[config.mk]
export PLATFORM = sky130hd
export DESIGN_NAME = ps2_keyboard_tx_flat
export DESIGN_NICKNAME = d
export VERILOG_FILES = /design/src/rtl/ps2_pkg.sv /design/src/rtl/ps2_keyboard_tx_if.sv /design/src/rtl/ps2_tx_fifo.sv /design/src/rtl/ps2_keyboard_tx.sv /design/src/flat_wrapper.sv
export SDC_FILE = /design/constraint.sdc
export NUM_CORES = 1
export LEC_CHECK = 0
export CAP_MARGIN = 20
export CORE_UTILIZATION = 30
export DETAILED_ROUTE_END_ITERATION = 7
export PLACE_DENSITY = 0.51
export SYNTH_ARGS = -nofsm -noshare
export SYNTH_HDL_FRONTEND = slang
export SYNTH_SLANG_ARGS = --single-unit
[constraint.sdc]
create_clock -name clk -period 10 [get_ports clk]
set_input_delay 1 -clock clk [delete_from_list [all_inputs] [get_ports clk]]
set_output_delay 1 -clock clk [all_outputs]
set_load 0.1 [all_outputs]
[src/rtl/ps2_pkg.sv]
// Shared PS/2 constants, transmitter FSM state type and frame builder.
// Latency: n/a (package). Backpressure: n/a.
// Contents: PS2_BREAK prefix, PS2_FRAME_BITS, ps2_state_e, ps2_frame().
package ps2_pkg;

  localparam logic [7:0] PS2_BREAK      = 8'hF0;
  localparam int         PS2_FRAME_BITS = 11;

  typedef enum logic [1:0] {
    ST_IDLE,
    ST_HIGH,
    ST_LOW,
    ST_GAP
  } ps2_state_e;

  // Frame word, bit 0 goes on the wire first: start 0, data LSB first, odd parity, stop 1.
  function automatic logic [PS2_FRAME_BITS-1:0] ps2_frame(input logic [7:0] b);
    return {1'b1, ~^b, b, 1'b0};
  endfunction

endpackage

[src/rtl/ps2_keyboard_tx_if.sv]
// Key-event handshake bundle between an event source and the PS/2 transmitter.
// Latency: n/a (wires only). Backpressure: in_ready from the transmitter gates acceptance.
// Signals: in_valid, in_code[7:0], in_release (source -> tx), in_ready (tx -> source).
interface ps2_keyboard_tx_if;
  logic       in_valid;
  logic       in_ready;
  logic [7:0] in_code;
  logic       in_release;

  modport master (output in_valid, output in_code, output in_release, input in_ready);
  modport slave  (input in_valid, input in_code, input in_release, output in_ready);
endinterface

[src/rtl/ps2_tx_fifo.sv]
// Byte FIFO with a 1- or 2-entry write port and a single read port.
// Latency: a written byte is readable (rd_dat, count) the cycle after the write edge.
// Backpressure: none internally; the writer must check free before writing.
// Ports: clk, reset, wr_en, wr_two, wr_dat0, wr_dat1, rd_en, rd_dat, count, free.
module ps2_tx_fifo #(
  parameter int DEPTH = 8
) (
  input  logic                   clk,
  input  logic                   reset,
  input  logic                   wr_en,
  input  logic                   wr_two,
  input  logic [7:0]             wr_dat0,
  input  logic [7:0]             wr_dat1,
  input  logic                   rd_en,
  output logic [7:0]             rd_dat,
  output logic [$clog2(DEPTH):0] count,
  output logic [$clog2(DEPTH):0] free
);
  localparam int          AW      = $clog2(DEPTH);
  localparam logic [AW:0] DEPTH_W = (AW+1)'(DEPTH);

  logic [7:0]  mem [DEPTH];
  logic [AW:0] wptr;
  logic [AW:0] rptr;
  logic [AW:0] wptr_p1;

  // Pointers carry one extra MSB so full (count == DEPTH) differs from empty.
  assign wptr_p1 = wptr + (AW+1)'(1);
  assign count   = wptr - rptr;
  assign free    = DEPTH_W - count;
  assign rd_dat  = mem[rptr[AW-1:0]];

  always_ff @(posedge clk) begin
    if (!reset && wr_en) begin
      mem[wptr[AW-1:0]] <= wr_dat0;
      if (wr_two) mem[wptr_p1[AW-1:0]] <= wr_dat1;
    end
  end

  always_ff @(posedge clk) begin
    if (reset) begin
      wptr <= '0;
      rptr <= '0;
    end else begin
      if (wr_en) wptr <= wr_two ? (wptr + (AW+1)'(2)) : wptr_p1;
      if (rd_en) rptr <= rptr + (AW+1)'(1);
    end
  end

endmodule

[src/rtl/ps2_keyboard_tx.sv]
// Device-side PS/2 keyboard transmitter: queues key events and serializes them as PS/2 frames.
// Latency: event accepted at edge N drives the start bit from edge N+2; frame is 22*CLK_HALF cycles.
// Backpressure: evt.in_ready is low unless the byte FIFO has at least two free slots.
// Ports: clk, reset, evt (key-event handshake), ps2_clk, ps2_data, busy, tx_done.
module ps2_keyboard_tx #(
  parameter int CLK_HALF = 4,
  parameter int GAP      = 8,
  parameter int DEPTH    = 8
) (
  input  logic                     clk,
  input  logic                     reset,
  ps2_keyboard_tx_if.slave         evt,
  output logic                     ps2_clk,
  output logic                     ps2_data,
  output logic                     busy,
  output logic                     tx_done
);
  import ps2_pkg::*;

  localparam int             CNT_MAX   = (CLK_HALF > GAP) ? CLK_HALF : GAP;
  localparam int             CW        = $clog2(CNT_MAX);
  localparam int             AW        = $clog2(DEPTH);
  localparam logic [CW-1:0]  HALF_LAST = CW'(CLK_HALF - 1);
  localparam logic [CW-1:0]  GAP_LAST  = CW'(GAP - 1);

  ps2_state_e                 state;
  ps2_state_e                 state_nxt;
  logic [CW-1:0]              cnt;
  logic [3:0]                 bit_idx;
  logic [PS2_FRAME_BITS-1:0]  shift;

  logic [7:0]  rd_dat;
  logic [AW:0] count;
  logic [AW:0] free;
  logic        push;
  logic        pop;
  logic        half_end;
  logic        gap_end;
  logic        last_bit;
  logic        clk_d;
  logic        data_d;
  logic        done_d;
  logic        busy_d;

  // Ready needs two slots even for make events so both event kinds obey one rule.
  assign evt.in_ready = (free >= (AW+1)'(2));
  assign push         = evt.in_valid && evt.in_ready;
  assign pop          = (state == ST_IDLE) && (count != '0);
  assign half_end     = (cnt == HALF_LAST);
  assign gap_end      = (cnt == GAP_LAST);
  assign last_bit     = (bit_idx == 4'(PS2_FRAME_BITS - 1));

  // Release events write the break prefix and the code in one cycle.
  ps2_tx_fifo #(.DEPTH(DEPTH)) u_fifo (
    .clk     (clk),
    .reset   (reset),
    .wr_en   (push),
    .wr_two  (evt.in_release),
    .wr_dat0 (evt.in_release ? PS2_BREAK : evt.in_code),
    .wr_dat1 (evt.in_code),
    .rd_en   (pop),
    .rd_dat  (rd_dat),
    .count   (count),
    .free    (free)
  );

  // State register plus the phase counter, bit index and shift frame it sequences.
  always_ff @(posedge clk) begin
    if (reset) begin
      state    <= ST_IDLE;
      cnt      <= '0;
      bit_idx  <= '0;
      shift    <= '1;
      ps2_clk  <= 1'b1;
      ps2_data <= 1'b1;
      busy     <= 1'b0;
      tx_done  <= 1'b0;
    end else begin
      state    <= state_nxt;
      ps2_clk  <= clk_d;
      ps2_data <= data_d;
      busy     <= busy_d;
      tx_done  <= done_d;
      case (state)
        ST_IDLE: begin
          if (pop) begin
            shift   <= ps2_frame(rd_dat);
            bit_idx <= '0;
            cnt     <= '0;
          end
        end
        ST_HIGH: cnt <= half_end ? '0 : cnt + CW'(1);
        ST_LOW: begin
          if (half_end) begin
            cnt <= '0;
            // Shifting only here means the data line changes only as HIGH begins.
            if (!last_bit) begin
              bit_idx <= bit_idx + 4'd1;
              shift   <= {1'b1, shift[PS2_FRAME_BITS-1:1]};
            end
          end else begin
            cnt <= cnt + CW'(1);
          end
        end
        ST_GAP:  cnt <= gap_end ? '0 : cnt + CW'(1);
        default: cnt <= '0;
      endcase
    end
  end

  always_comb begin
    state_nxt = state;
    case (state)
      ST_IDLE: if (pop)      state_nxt = ST_HIGH;
      ST_HIGH: if (half_end) state_nxt = ST_LOW;
      ST_LOW:  if (half_end) state_nxt = last_bit ? ST_GAP : ST_HIGH;
      ST_GAP:  if (gap_end)  state_nxt = ST_IDLE;
      default:               state_nxt = ST_IDLE;
    endcase
  end

  // Outputs are decoded from the current state and registered, so the wire
  // trails the FSM by one cycle; tx_done marks the first GAP cycle.
  always_comb begin
    clk_d  = 1'b1;
    data_d = 1'b1;
    done_d = 1'b0;
    busy_d = (state != ST_IDLE) || (count != '0);
    case (state)
      ST_HIGH: data_d = shift[0];
      ST_LOW: begin
        clk_d  = 1'b0;
        data_d = shift[0];
      end
      ST_GAP:  done_d = (cnt == '0);
      default: ;
    endcase
  end

endmodule

[src/flat_wrapper.sv]
// flat-port wrapper written by rule: the top's interface ports become plain ports
module ps2_keyboard_tx_flat import ps2_pkg::*;
#(
  parameter int CLK_HALF = 4,
  parameter int GAP      = 8,
  parameter int DEPTH    = 8
)
  (clk, reset, ps2_clk, ps2_data, busy, tx_done, evt_in_valid, evt_in_code, evt_in_release, evt_in_ready);
  ps2_keyboard_tx_if evt_i ();
  input  logic clk;
  input  logic reset;
  output logic ps2_clk;
  output logic ps2_data;
  output logic busy;
  output logic tx_done;
  input wire logic [$bits(evt_i.in_valid)-1:0] evt_in_valid;
  input wire logic [$bits(evt_i.in_code)-1:0] evt_in_code;
  input wire logic [$bits(evt_i.in_release)-1:0] evt_in_release;
  output wire logic [$bits(evt_i.in_ready)-1:0] evt_in_ready;
  assign evt_i.in_valid = evt_in_valid;
  assign evt_i.in_code = evt_in_code;
  assign evt_i.in_release = evt_in_release;
  assign evt_in_ready = evt_i.in_ready;
  ps2_keyboard_tx #(.CLK_HALF(CLK_HALF), .GAP(GAP), .DEPTH(DEPTH)) u_core (.clk(clk), .reset(reset), .evt(evt_i), .ps2_clk(ps2_clk), .ps2_data(ps2_data), .busy(busy), .tx_done(tx_done));
endmodule
==> results.yml, run 1 <==
final_layout:
  finish.utilization: 0.346
  drive_gt1_frac: 0.119
  num_antenna_cells: 0
  finish.net_count: 483
  sequential_standard_cell_area_um2: 2600
  design_area_um2: 5960
  multi_input_area_um2: 2450
  n_fill_cell: 1684
  area_growth_from_synthesis_to_layout_pct: 13.2
synth:
  synth.lib_cells_used.distinct: 57
  synth-seq-cells: 98
  synth_edf_count: 64
  yosysTopAreaCell: "edfxtp_1"
  synthesis.yosys.warnings: 0
  post_synth.cell_area_avg_um2: 12.0
  synthFlopType: "edfxtp_1"
  synth.yosys.seq_area_share: 0.495
  post_synth_instance_area_um2: 5260
  synthDominantCellAreaShare: 0.365
  syn_nets: 475
  post-synth-top-count-cell: "edfxtp_1"
  synth.area.top_cells: "edfxtp_1 (37%), dfxtp_1 (13%), ha_1 (5.5%)"
  ys_async_sr_fraction: 0
  yosys-top-cells-count: "edfxtp_1 (64), dfxtp_1 (34), a21boi_1 (32), a21o_1 (32), nor2_1 (25)"
  syn-instance-count: 439
timing:
  final-max-slew-violation-count: 0
  finalSetupViolCount: 0
  finalCritPeriodShare: 0.499
  maxSlewHeadroom: 0.354
  min_period_ns: 4.99
  tightestPinTransition_ns: 0.966
  final-hold-violation-count: 0
  max_clock_freq_ghz: 0.200
  grt_setup_unrepaired: "no"
  finClkSkew_ns: 0.00675
  setup-tns-final_ns: 0
place:
  placed_instance_area_um2: 5590
  gpl.final_weighted_congestion: 0.758
  dp_hpwl_um: 7540
  place.port_buffers: 16
job:
  timing.max_cap.violations: 0
clock_network:
  later_pin_clock_latency_in_the_skew_report_ns: 0.35
  clock_sinks: 98
  cts-root-to-sink-buffers: 2
  cts-resized-gates: 0
  h-tree-depth: 3
  cts_hold_buf: 0
  clock-root-buffer: "clkbuf_16"
  cts_tree: "yes"
  postCtsSetupBuffers: 0
  clkTransAtPathRegs_ns: 0.07
  numCtsBuffers: 9
floorplanning:
  initial_core_util: 0.305
  fp.dieW_um: 134
  coreArea_um2: 17200
  design.die.area_um2: 18100
  die_h_um: 134
  io-pin-count: 17
  placement_rows: 48
min_path:
  hold_class: "flop to flop"
  worstHoldPathCells: 1
  min_delay_worst_endpoint: "u_core.shift[6]"
  timing.hold.worst.start: "u_core.shift[6]"
critical_path:
  r2r_cells: 9
  regToRegSetupSlack_ns: 5.85
  timing.critical_path.required_ns: 9.00
  reg2reg_to: "u_core.u_fifo.mem[7][2]"
  crit_slowest_cell: "clkdlybuf4s50_1"
  critical_path.reg2reg.startpoint: "u_core.u_fifo.wptr[0]"
  worstSetupPathType: "flop to primary output"
  worstPathCellList: "clkinv_1 > ha_1 > fa_1 > xor2_1 > and3_1 > xnor3_1 > nand2_1 > clkdlybuf4s50_1"
  cp-start-kind: "flop"
  setup.worst_path.end_class: "primary output"
  critical_path_buf_inv_count: 2
  worstPathMaxFanout: 12
  critical_path_arrival_ns: 3.99
  critPathMaxStageDelay_ns: 1.12
  worst_path_dominant_cell_family: "buffers and inverters"
detailed_routing:
  wirelength_um: 11300
  drc_errors: 0
  route.vias.total: 3396
  detail-route-antenna-nets: 0
  detail_route.first_pass.iterations: 4
  first_iter_violations: 275
  vias_per_cell: 5.02
  post_drt_wl_per_cell_um: 16.6
pwr:
  static_leakage_uw: 0.00212
  comb_power_share: 0.513
  switching_power_uw: 826
  power.share.switching: 0.433
  cell_internal_pwr_uw: 1080
  pwr-share-clk: 0.191
  power.ir.vdd_worst_mv: 0.176
  p_seq_frac: 0.296
  power_per_cell_area_nw_per_um2: 320
global_routing:
  maximum_number_of_pins_on_one_net_before_global_route_repair: 80
  grt_first_pass_wirelength_um: 18400
  initial_antenna_violation_count: 0
  global_route.usage.total: 0.135
  global_route.overflow_total: 0
  grt_pass1_vias: 3329
status:
  run_status: "finished, final reports clean"
[registers in the layout, indices dropped and copies added (netlist names), named ones only]
| signal | count |
|---|---|
| u_core.shift | 10 |
| u_core.u_fifo.rptr | 4 |
| u_core.u_fifo.wptr | 4 |
| u_core.cnt | 3 |
| u_core.u_fifo.mem | 64 |
| u_core.bit_idx | 4 |
| u_core.busy | 1 |
| u_core.ps2_data | 1 |
| u_core.state | 2 |
| u_core.ps2_clk | 1 |
| u_core.tx_done | 1 |
[layout by cell type, fill, tap and decap left out, drive strengths merged, types with 13 or more instances in the layout]
master,synthesis,layout
dfxtp,34,34
o21ai,16,16
nand2,18,18
clkdlybuf4s50,0,15
nor3,13,13
a21o,32,32
a21oi,20,20
clkbuf,20,15
a21boi,32,32
inv,16,18
ha,23,23
mux4,16,16
edfxtp,64,64
nor2,25,25
[power groups by stage]
stage	clock (uW)	sequential [uW]	combinational [uW]
6_report	363	565	979
5_1_grt	389	575	1090
4_1_cts	375	577	958
3_5_place_dp	0	586	956
3_3_place_gp	0	582	937
2_1_floorplan	0	575	787
[area by class of cell]
| class | count | area share |
|---|---|---|
| sequential | 98 | 0.437 |
| clock inverter | 6 | 0.0122 |
| inverter | 17 | 0.0107 |
| tap | 225 | 0.0473 |
| multi-input combinational | 294 | 0.412 |
| timing repair buffer | 27 | 0.0424 |
| clock buffer | 10 | 0.0384 |
[per-stage QoR]
step | total power (uW) | hold slack [ns] | instances | setup WS (ns)
global route | 2060 | 0.477 | 677 | 4.73
global placement | 1520 | 0.437 | 653 | 5.58
CTS | 1910 | 0.462 | 670 | 5.03
finish | 1910 | 0.457 | 677 | 5.01
floorplan | 1360 | 0.424 | 439 | 6.42
detailed placement | 1540 | 0.444 | 654 | 5.41
[worst max path at each step]
stage                           from           end  slack [ns]  cells after the start
6_report       u_core.u_fifo.wptr[0]  evt_in_ready        5.01                      8
5_1_grt        u_core.u_fifo.wptr[0]  evt_in_ready        4.73                      8
4_1_cts        u_core.u_fifo.wptr[0]  evt_in_ready        5.03                      8
3_5_place_dp   u_core.u_fifo.wptr[0]  evt_in_ready        5.41                      8
3_3_place_gp   u_core.u_fifo.wptr[0]  evt_in_ready        5.58                      8
2_1_floorplan  u_core.u_fifo.wptr[0]  evt_in_ready        6.42                      7
[worst register-to-register path: stages (launching register included)]
cell and delay [ns]:
dfxtp_1 0.55, clkinv_1 0.34, ha_1 0.33, fa_1 0.54, ha_1 0.22, xor2_1 0.22, or3_1 0.46, o21ai_1 0.36
nor3_1 0.53, buf_2 0.31
[kinds of logic after synthesis]
| group | after synthesis | share of synthesized area |
|---|---|---|
| muxes | 27 | 0.0942 |
| xor gates and xnor gates | 16 | 0.0338 |
| adders and majority gates | 24 | 0.0585 |
| DFF | 98 | 0.495 |
| buffers and inverters | 47 | 0.0390 |
| and+or+nand+nor | 93 | 0.0889 |
| AOI/OAI and AO/OA | 134 | 0.191 |
[metal layers]
| metal | track usage | wire length [um] |
|---|---|---|
| met1 | 0.183 | 5480 |
| met2 | 0.213 | 5330 |
| met3 | 0.0283 | 323 |
| met4 | 0.0431 | 126 |
| met5 | 0 | 0 |
No activity file was read; power rests on OpenSTA's default activity.
==> run 2: changes to the inputs <==
==> constraint.sdc (replaced) <==
create_clock -name clk -period 4.9 [get_ports clk]
set_input_delay 0.49 -clock clk [delete_from_list [all_inputs] [get_ports clk]]
set_output_delay 0.49 -clock clk [all_outputs]
set_load 0.1 [all_outputs]
==> run 2 against run 1 <==
- combinational power grew 100%
- via count shrank 0.47%
- clock skew grew 0.0029 ns
- die area is the same
- clock power grew 110%
- total power grew 100%
- critical path type is now flop to flop
- highest routed layer unchanged
- first-iteration DRC count shrank 26%
- final area shrank 0.61%
- global-route usage grew 0.94 points
- non-clock buffer count shrank 3
- core utilization shrank 0.21 points
- sequential power grew 110%
==> results.yml, run 2 (same netlist as run 1, synthesis figures left out) <==
status:
  run_status: "finished, final reports clean"
clock_network:
  cts-root-to-sink-buffers: 2
  numCtsBuffers: 9
  clkTransAtPathRegs_ns: 0.07
  cts_tree: "yes"
  h-tree-depth: 3
  clock_sinks: 98
  cts_hold_buf: 0
  postCtsSetupBuffers: 0
  later_pin_clock_latency_in_the_skew_report_ns: 0.35
  cts-resized-gates: 0
  clock-root-buffer: "clkbuf_16"
place:
  placed_instance_area_um2: 5570
  gpl.final_weighted_congestion: 0.755
  dp_hpwl_um: 8470
  place.port_buffers: 16
  dp_worst_slack_ns: 0.554
final_layout:
  finish.net_count: 480
  design_area_um2: 5920
  layout_common_cells: "edfxtp_1 (64), dfxtp_1 (34), a21o_1 (32), a21boi_1 (32), nor2_1 (25)"
  area_growth_from_synthesis_to_layout_pct: 12.5
  sequential_standard_cell_area_um2: 2600
  num_antenna_cells: 0
  multi_input_area_um2: 2450
  layout_commonest_cell: "edfxtp_1"
  n_fill_cell: 1711
  drive_gt1_frac: 0.109
  largest_reg_flops: 64
critical_path:
  setup.worst_path.end_class: "flop"
  worstSetupPathType: "flop to flop"
  timing.critical_path.required_ns: 4.86
  r2r_cells: 8
  cp-start-kind: "flop"
  worstPathMaxFanout: 12
  critical_path_arrival_ns: 4.28
detailed_routing:
  route.vias.total: 3380
  detail_route.first_pass.iterations: 4
  vias_per_cell: 5.01
  first_iter_violations: 203
  detail-route-antenna-nets: 0
  wirelength_um: 12000
  post_drt_wl_per_cell_um: 17.8
  drc_errors: 0
timing:
  finClkSkew_ns: 0.00963
  final-max-slew-violation-count: 0
  min_period_ns: 4.32
  finalCritPeriodShare: 0.881
  final_ws_setup_ns: 0.584
  tightestPinTransition_ns: 1.10
  grt_setup_unrepaired: "no"
  finalSetupViolCount: 0
  max_clock_freq_ghz: 0.232
  final-hold-violation-count: 0
  setup-tns-final_ns: 0
  maxSlewHeadroom: 0.261
pwr:
  comb_power_share: 0.504
  power_per_cell_area_nw_per_um2: 657
  cell_internal_pwr_uw: 2240
  power.share.switching: 0.425
  p_seq_frac: 0.302
  static_leakage_uw: 0.00211
  power.ir.vdd_worst_mv: 0.271
  pwr-share-clk: 0.194
  switching_power_uw: 1650
min_path:
  worstHoldPathCells: 1
  hold_class: "flop to flop"
global_routing:
  grt_pass1_vias: 3405
  initial_antenna_violation_count: 0
  grt_first_pass_wirelength_um: 19200
  maximum_number_of_pins_on_one_net_before_global_route_repair: 80
  global_route.usage.total: 0.144
  global_route.overflow_total: 0
floorplanning:
  die_h_um: 134
  fp.dieW_um: 134
  placement_rows: 48
  coreArea_um2: 17200
  io-pin-count: 17
  initial_core_util: 0.305
  design.die.area_um2: 18100
job:
  timing.max_cap.violations: 0
==> run 2: through the flow <==
stage	cells	power, uW	hold WS [ns]	util
floorplan	439	2780	0.424	-
global placement	652	3120	0.439	0.323
detailed placement	652	3150	0.445	0.323
CTS	668	3920	0.459	0.342
global route	674	4180	0.471	0.343
finish	674	3890	0.459	0.343
==> run 2: path summary, 6_finish.rpt <==
path	startpoint	to	slack [ns]
worst min register to register	u_core.shift[7]	u_core.shift[7]	0.46
worst max register to register	u_core.u_fifo.wptr[0]	u_core.u_fifo.mem[5][7]	0.58
worst max-delay path	u_core.u_fifo.wptr[0]	u_core.u_fifo.mem[5][7]	0.58
worst min-delay path	u_core.shift[7]	u_core.shift[7]	0.46
==> run 2: cell type report <==
class / instances / area share
Tap cell: 225 / 0.0475
Clock buffer: 14 / 0.0484
Multi-Input combinational cell: 294 / 0.415
Clock inverter: 2 / 0.00571
Inverter: 17 / 0.0108
Timing Repair Buffer: 24 / 0.0334
Sequential cell: 98 / 0.440
==> run 2: routing by layer <==
metal | wire [um] | GRT usage | share of wire | up-vias
li1 | - | - | - | 1659
met1 | 5320 | 0.174 | 0.44 | 1664
met2 | 6140 | 0.246 | 0.51 | 43
met3 | 288 | 0.0363 | 0.024 | 14
met4 | 270 | 0.0524 | 0.022 | 0
met5 | 0 | 0 | 0 | -
==> run 2: worst max-delay path, stage by stage (launching register included) <==
cell and delay [ns]:
dfxtp_1 0.54, clkinv_1 0.33, ha_1 0.32, fa_1 0.53, ha_1 0.23, xor2_1 0.20
or3_1 0.42, o21ai_1 0.36, nor3_1 0.99
==> run 2: power by group through the flow <==
stage / clock network [uW] / registers [uW] / logic [uW]
floorplan: 0 / 1170 / 1610
global placement: 0 / 1190 / 1930
detailed placement: 0 / 1200 / 1960
CTS: 777 / 1180 / 1970
global route: 815 / 1200 / 2170
finish: 754 / 1180 / 1960
